--- src/rtl/imem_boot_loader_if.sv ---
// Byte-stream receive link and IMEM write port of the boot loader.
// master is the loader's view; slave is the source/memory side.
interface imem_boot_loader_if #(
  parameter int ADDR_W = 10
);
  logic [7:0]        RX_DATA;
  logic              RX_VALID;
  logic              RX_READY;
  logic              IMEM_WE;
  logic [ADDR_W-1:0] IMEM_ADDR;
  logic [31:0]       IMEM_WDATA;

  modport master (
    input  RX_DATA,
    input  RX_VALID,
    output RX_READY,
    output IMEM_WE,
    output IMEM_ADDR,
    output IMEM_WDATA
  );

  modport slave (
    output RX_DATA,
    output RX_VALID,
    input  RX_READY,
    input  IMEM_WE,
    input  IMEM_ADDR,
    input  IMEM_WDATA
  );
endinterface

--- src/rtl/imem_boot_loader.sv ---
// Boot loader: holds the core in reset, streams a length-prefixed image into
// IMEM as little-endian words, verifies an XOR checksum, then releases the core.
module imem_boot_loader #(
  parameter int ADDR_W   = 10,
  parameter bit BOOT_RUN = 1'b0
) (
  input  logic                CLK,
  input  logic                RESET,
  input  logic                START,
  imem_boot_loader_if.master  bus,
  output logic                CORE_RESET_N,
  output logic                BUSY,
  output logic                DONE,
  output logic                ERROR,
  output logic [ADDR_W:0]     WORDS_LOADED
);

  localparam int unsigned MAX_WORDS = 2 ** ADDR_W;

  typedef enum logic [2:0] {
    ST_IDLE,
    ST_LEN,
    ST_LOAD,
    ST_CHECK,
    ST_RUN,
    ST_ERROR
  } state_t;

  state_t            state_reg;
  logic [1:0]        byte_cnt_reg;
  logic [23:0]       gather_reg;
  logic [23:0]       gather_next;
  logic [ADDR_W:0]   len_reg;
  logic [ADDR_W:0]   words_loaded_reg;
  logic [ADDR_W:0]   words_inc;
  logic [7:0]        csum_reg;
  logic              we_reg;
  logic [ADDR_W-1:0] addr_reg;
  logic [31:0]       wdata_reg;
  logic              core_reset_n_reg;
  logic              busy_reg;
  logic              done_reg;
  logic              error_reg;
  logic              rx_ready;
  logic              rx_fire;
  logic [31:0]       word_full;

  assign rx_ready  = (state_reg == ST_LEN) || (state_reg == ST_LOAD) || (state_reg == ST_CHECK);
  assign rx_fire   = bus.RX_VALID && rx_ready;
  assign words_inc = words_loaded_reg + (ADDR_W + 1)'(1);

  // Bytes 0..2 of a length or word are parked in their lane; byte 3 is
  // taken straight off the link, so the full word is ready on the 4th byte.
  genvar gi;
  generate
    for (gi = 0; gi < 3; gi++) begin : g_lane
      assign gather_next[gi*8 +: 8] = (byte_cnt_reg == 2'(gi)) ? bus.RX_DATA
                                                                : gather_reg[gi*8 +: 8];
    end
  endgenerate

  assign word_full = {bus.RX_DATA, gather_reg};

  always_ff @(posedge CLK) begin
    if (RESET) begin
      state_reg        <= BOOT_RUN ? ST_RUN : ST_IDLE;
      core_reset_n_reg <= BOOT_RUN;
      done_reg         <= BOOT_RUN;
      byte_cnt_reg     <= '0;
      gather_reg       <= '0;
      len_reg          <= '0;
      words_loaded_reg <= '0;
      csum_reg         <= '0;
      we_reg           <= 1'b0;
      addr_reg         <= '0;
      wdata_reg        <= '0;
      busy_reg         <= 1'b0;
      error_reg        <= 1'b0;
    end else begin
      we_reg <= 1'b0;
      case (state_reg)
        ST_IDLE, ST_RUN, ST_ERROR: begin
          if (START) begin
            state_reg        <= ST_LEN;
            core_reset_n_reg <= 1'b0;
            done_reg         <= 1'b0;
            error_reg        <= 1'b0;
            busy_reg         <= 1'b1;
            words_loaded_reg <= '0;
            byte_cnt_reg     <= '0;
            csum_reg         <= '0;
          end
        end
        ST_LEN: begin
          if (rx_fire) begin
            gather_reg   <= gather_next;
            byte_cnt_reg <= byte_cnt_reg + 2'd1;
            if (byte_cnt_reg == 2'd3) begin
              len_reg <= word_full[ADDR_W:0];
              if (word_full > 32'(MAX_WORDS)) begin
                state_reg <= ST_ERROR;
                busy_reg  <= 1'b0;
                error_reg <= 1'b1;
              end else if (word_full == 32'd0) begin
                state_reg <= ST_CHECK;
              end else begin
                state_reg <= ST_LOAD;
              end
            end
          end
        end
        ST_LOAD: begin
          if (rx_fire) begin
            gather_reg   <= gather_next;
            byte_cnt_reg <= byte_cnt_reg + 2'd1;
            csum_reg     <= csum_reg ^ bus.RX_DATA;
            // Write strobe lands next cycle while the link keeps streaming.
            if (byte_cnt_reg == 2'd3) begin
              we_reg           <= 1'b1;
              addr_reg         <= words_loaded_reg[ADDR_W-1:0];
              wdata_reg        <= word_full;
              words_loaded_reg <= words_inc;
              if (words_inc == len_reg) begin
                state_reg <= ST_CHECK;
              end
            end
          end
        end
        ST_CHECK: begin
          if (rx_fire) begin
            busy_reg <= 1'b0;
            if (bus.RX_DATA == csum_reg) begin
              state_reg        <= ST_RUN;
              core_reset_n_reg <= 1'b1;
              done_reg         <= 1'b1;
            end else begin
              state_reg <= ST_ERROR;
              error_reg <= 1'b1;
            end
          end
        end
        default: begin
          state_reg <= ST_IDLE;
          busy_reg  <= 1'b0;
        end
      endcase
    end
  end

  assign bus.RX_READY   = rx_ready;
  assign bus.IMEM_WE    = we_reg;
  assign bus.IMEM_ADDR  = addr_reg;
  assign bus.IMEM_WDATA = wdata_reg;
  assign CORE_RESET_N   = core_reset_n_reg;
  assign BUSY           = busy_reg;
  assign DONE           = done_reg;
  assign ERROR          = error_reg;
  assign WORDS_LOADED   = words_loaded_reg;

endmodule
--- src/flat_wrapper.sv ---
// flat-port wrapper written by rule: the top's interface ports become plain ports
module imem_boot_loader_flat 
#(
  parameter int ADDR_W   = 10,
  parameter bit BOOT_RUN = 1'b0
)
  (CLK, RESET, START, CORE_RESET_N, BUSY, DONE, ERROR, WORDS_LOADED, bus_RX_DATA, bus_RX_VALID, bus_RX_READY, bus_IMEM_WE, bus_IMEM_ADDR, bus_IMEM_WDATA);
  imem_boot_loader_if #(.ADDR_W(ADDR_W)) bus_i ();
  input  logic CLK;
  input  logic RESET;
  input  logic START;
  output logic CORE_RESET_N;
  output logic BUSY;
  output logic DONE;
  output logic ERROR;
  output logic [ADDR_W:0] WORDS_LOADED;
  input wire logic [$bits(bus_i.RX_DATA)-1:0] bus_RX_DATA;
  input wire logic [$bits(bus_i.RX_VALID)-1:0] bus_RX_VALID;
  output wire logic [$bits(bus_i.RX_READY)-1:0] bus_RX_READY;
  output wire logic [$bits(bus_i.IMEM_WE)-1:0] bus_IMEM_WE;
  output wire logic [$bits(bus_i.IMEM_ADDR)-1:0] bus_IMEM_ADDR;
  output wire logic [$bits(bus_i.IMEM_WDATA)-1:0] bus_IMEM_WDATA;
  assign bus_i.RX_DATA = bus_RX_DATA;
  assign bus_i.RX_VALID = bus_RX_VALID;
  assign bus_RX_READY = bus_i.RX_READY;
  assign bus_IMEM_WE = bus_i.IMEM_WE;
  assign bus_IMEM_ADDR = bus_i.IMEM_ADDR;
  assign bus_IMEM_WDATA = bus_i.IMEM_WDATA;
  imem_boot_loader #(.ADDR_W(ADDR_W), .BOOT_RUN(BOOT_RUN)) u_core (.CLK(CLK), .RESET(RESET), .START(START), .bus(bus_i), .CORE_RESET_N(CORE_RESET_N), .BUSY(BUSY), .DONE(DONE), .ERROR(ERROR), .WORDS_LOADED(WORDS_LOADED));
endmodule
--- config.mk ---
export PLATFORM = sky130hd
export DESIGN_NAME = imem_boot_loader_flat
export DESIGN_NICKNAME = d
export VERILOG_FILES = /design/src/rtl/imem_boot_loader_if.sv /design/src/rtl/imem_boot_loader.sv /design/src/flat_wrapper.sv
export SDC_FILE = /design/constraint.sdc
export NUM_CORES = 1
export LEC_CHECK = 0
export CORE_AREA = 2 2 127 129
export CTS_CLUSTER_DIAMETER = 150
export CTS_CLUSTER_SIZE = 10
export DETAILED_ROUTE_END_ITERATION = 12
export DIE_AREA = 0 0 129 131
export MAX_ROUTING_LAYER = met4
export PLACE_DENSITY = 0.56
export SYNTH_ARGS = -nofsm -noshare
export SYNTH_HDL_FRONTEND = slang
export SYNTH_SLANG_ARGS = --single-unit
export TNS_END_PERCENT = 1
--- constraint.sdc ---
create_clock -name CLK -period 2.8 [get_ports CLK]
set_input_delay 0.7 -clock CLK [delete_from_list [all_inputs] [get_ports CLK]]
set_output_delay 0.7 -clock CLK [all_outputs]
set_load 0.03 [all_outputs]
==> metrics.md <==
| Metric | Value |
|---|---|
| Status | `finished clean` |
| Int Pwr | `2514 uW` |
| # port buffers | `70` |
| WL per Instance | `14.43 um` |
| Root Driver | `clkbuf_16` |
| Highest metal used | `met4` |
| RSZ-0062 raised after global routing | `false` |
| Number of flops mapped to enable cells by yosys | `0` |
| Die ar. | `16900 um2` |
| Num CTS Buffers | `9` |
| WL met3 | `556 um` |
| GRT Residual Overflow | `0` |
| Synth Cell Area | `4578 um2` |
| Starting DRT DRC Count | `274` |
| Synthesized Nets | `612` |
| Max Clock Skew | `6.468 ps` |
| Post-DP HPWL | `9073 um` |
| Max Freq | `376.0 MHz` |
| Antenna cells | `0` |
| Clock power share | `32.6%` |
| Critical Path Fanout Max | `11` |
| Met1 WL | `5716 um` |
| Arrival @ worst endpoint | `1960 ps` |
| Synth top area share | `45.91%` |
| P per Cell Area | `630.5 nW/um2` |
| Die width | `129 um` |
| Global-route wire length before repair | `20530 um` |
| Worst setup endpoint | `bus_RX_READY` |
| Rows | `46` |
| R2r startpoint | `u_core.WORDS_LOADED[1]$_SDFFE_PP0P_` |
| CP Class | `flop to output pin` |
| Post-layout util | `37.63%` |
| WL met2 | `6235 um` |
| Initial core utilization | `29.35%` |
| Syn Inst Count | `595` |
| Final Cycle Share | `94.98%` |
| Finish-stage setup viols | `0` |
| All-layer global routing usage | `15.94%` |
| Worst Hold Class | `flop to flop` |
| Overall power | `3701 uW` |
| Total count of hold-check failures in the final report | `0` |
| Core Region | `15600 um2` |
| CTS-repair resized insts | `0` |
| Max cap viols | `0` |
| Synth area leader | `dfxtp_1` |
| Clock insertion delay at the later pin of the skew report | `350 ps` |
| H-Tree Depth | `3` |
| Most frequent cell after synthesis | `nand2_1` |
| Pre-CTS worst setup slack | `1.802 ps` |
| Max_slew headroom | `50.86%` |
| Routed Wire Length | `12630 um` |
| Lkg Pwr | `0.001941 uW` |
| CTS max path bufs | `2` |
| Setup bufs post-CTS | `0` |
| GP Congestion | `0.8674` |
| Routed Antenna Nets | `0` |
| CTS clk-pin slew, worst paths | `70 ps` |
| Number of global-route vias before repair | `4098` |
| First-pass DRT Iterations | `4` |
| Ys async rst share | `0%` |
| CP startpoint kind | `flop` |
| Max VDD drop | `0.3187 mV` |
| Sequential power share | `44.8%` |
| Crit. End Element | `output pin` |
| Final #Nets | `672` |
| Cell Count Post-Placement | `860` |
| Worst Path Required | `2100 ps` |
| Share of cells above drive strength 1 | `7.587%` |
| Setup TNS | `0 ps` |
| Main synth FF type | `dfxtp_1` |
| Post-synthesis sequential area ratio | `45.91%` |
| Final std cells w/o fill | `875` |
| Ports | `71` |
| Most area-consuming cells after synthesis | `dfxtp_1, nand2_1, a21oi_1, nor2_1, xnor2_1` |
| Top cells by count, synth | `nand2_1, dfxtp_1, a21oi_1, nor2_1, clkbuf_1` |
| Unique masters post-synth | `42` |
| Yosys Warn Count | `0` |
| R2R Setup Slk | `480 ps` |
| Final Max Slew Viols | `0` |
| RR Endpoint | `u_core.state_reg[0]$_SDFFE_PP0P_` |
| Reg2Reg Depth | `8` |
| Fin crit period | `2660 ps` |
| Die height | `131 um` |
| Switching Share | `32.06%` |
| Measured slew at the worst slew-check pin | `735.4 ps` |
| Clock sink total | `105` |
| TritonCTS clock tree | `done` |
| Antenna violations before repair | `0` |
| Area Overhead vs Synth | `28.20%` |
| DRC | `0` |
| Largest net degree at the start of global routing | `63` |
| Syn avg cell area | `7.694 um2` |
| Flops & latches, synth | `105` |
| Comb power frac | `22.6%` |
| Crit path launch | `u_core.state_reg[0]$_SDFFE_PP0P_` |
| Number of flip-flops in the largest register | `32` |
| Post-layout worst setup margin | `140.4 ps` |
| Via count | `4238` |
| Vias/cell | `4.843` |
| Hold_buf cts | `0` |
| Sw Pwr | `1187 uW` |
-- power groups by stage --
stage,clock network [uW],registers (uW),logic [uW]
after floorplan,0,1670,558
after global placement,0,1690,817
after detailed placement,0,1690,834
after CTS,1240,1660,839
after global routing,1300,1670,924
final,1210,1660,836
-- metal layers --
| metal | global-route usage (%) | vias up |
|---|---|---|
| li1 | - | 2128 |
| met2 | 26.86 | 83 |
| met5 | - | - |
| met4 | 4.348 | 0 |
| met3 | 4.275 | 13 |
| met1 | 18.88 | 2014 |
-- worst max-delay path, stage by stage (launching register included) --
cell and delay (ps):
dfxtp_1 540, nand2b_1 250, nand2_1 140, clkdlybuf4s50_1 670
-- logic make-up after synthesis --
family | share of synthesized area, %
muxes | 2.624
xor gates and xnor gates | 4.591
DFF | 45.91
adders and majority gates | 1.366
and+or+nand+nor | 25.42
AOI/OAI and AO/OA | 15.36
buffers and inverters | 4.728
-- worst min path at each step --
stage / slack [ps] / from / end / cells after the start
6_report: 460 / u_core.bus.IMEM_ADDR[2]$_SDFFE_PP0P_ / u_core.bus.IMEM_ADDR[2]$_SDFFE_PP0P_ / 2
5_1_grt: 470 / u_core.bus.IMEM_ADDR[2]$_SDFFE_PP0P_ / u_core.bus.IMEM_ADDR[2]$_SDFFE_PP0P_ / 2
3_5_place_dp: 450 / u_core.bus.IMEM_ADDR[2]$_SDFFE_PP0P_ / u_core.bus.IMEM_ADDR[2]$_SDFFE_PP0P_ / 2
2_1_floorplan: 440 / u_core.gather_reg[18]$_SDFFE_PP0P_ / u_core.bus.IMEM_WDATA[18]$_SDFFE_PP0P_ / 2
3_3_place_gp: 440 / u_core.bus.IMEM_ADDR[7]$_SDFFE_PP0P_ / u_core.bus.IMEM_ADDR[7]$_SDFFE_PP0P_ / 2
4_1_cts: 460 / u_core.bus.IMEM_ADDR[2]$_SDFFE_PP0P_ / u_core.bus.IMEM_ADDR[2]$_SDFFE_PP0P_ / 2
-- per-stage QoR --
step / hold WS, ps / instance area (um2)
floorplan: 444.8 / 4578
global placement: 444.6 / 5592
detailed placement: 448.1 / 5592
CTS: 457.3 / 5869
global route: 468.5 / 5869
finish: 456.1 / 5869
-- layout by cell type (no fill, tap or decap), types with 5 or more instances in the layout --
cell type,n
o21ai_0,22
mux2i_1,12
xnor2_1,20
a21oi_1,92
nor3_1,9
nand2_1,136
nor4_1,8
inv_1,5
nor2_1,49
nand4_1,5
nand3_1,31
clkbuf_16,9
dfxtp_1,105
ha_1,5
clkdlybuf4s50_1,69
buf_4,25
-- final cells by class --
type,count,area (um2)
Timing Repair Buffer,97,923.4
Multi-Input combinational cell,437,2277
Fill cell,1647,9728
Sequential cell,105,2102
Clock buffer,10,239.0
Tap cell,216,270.3
Inverter,5,18.77
Clock inverter,5,38.79
Note: power is estimated with default switching activity, not from simulation.
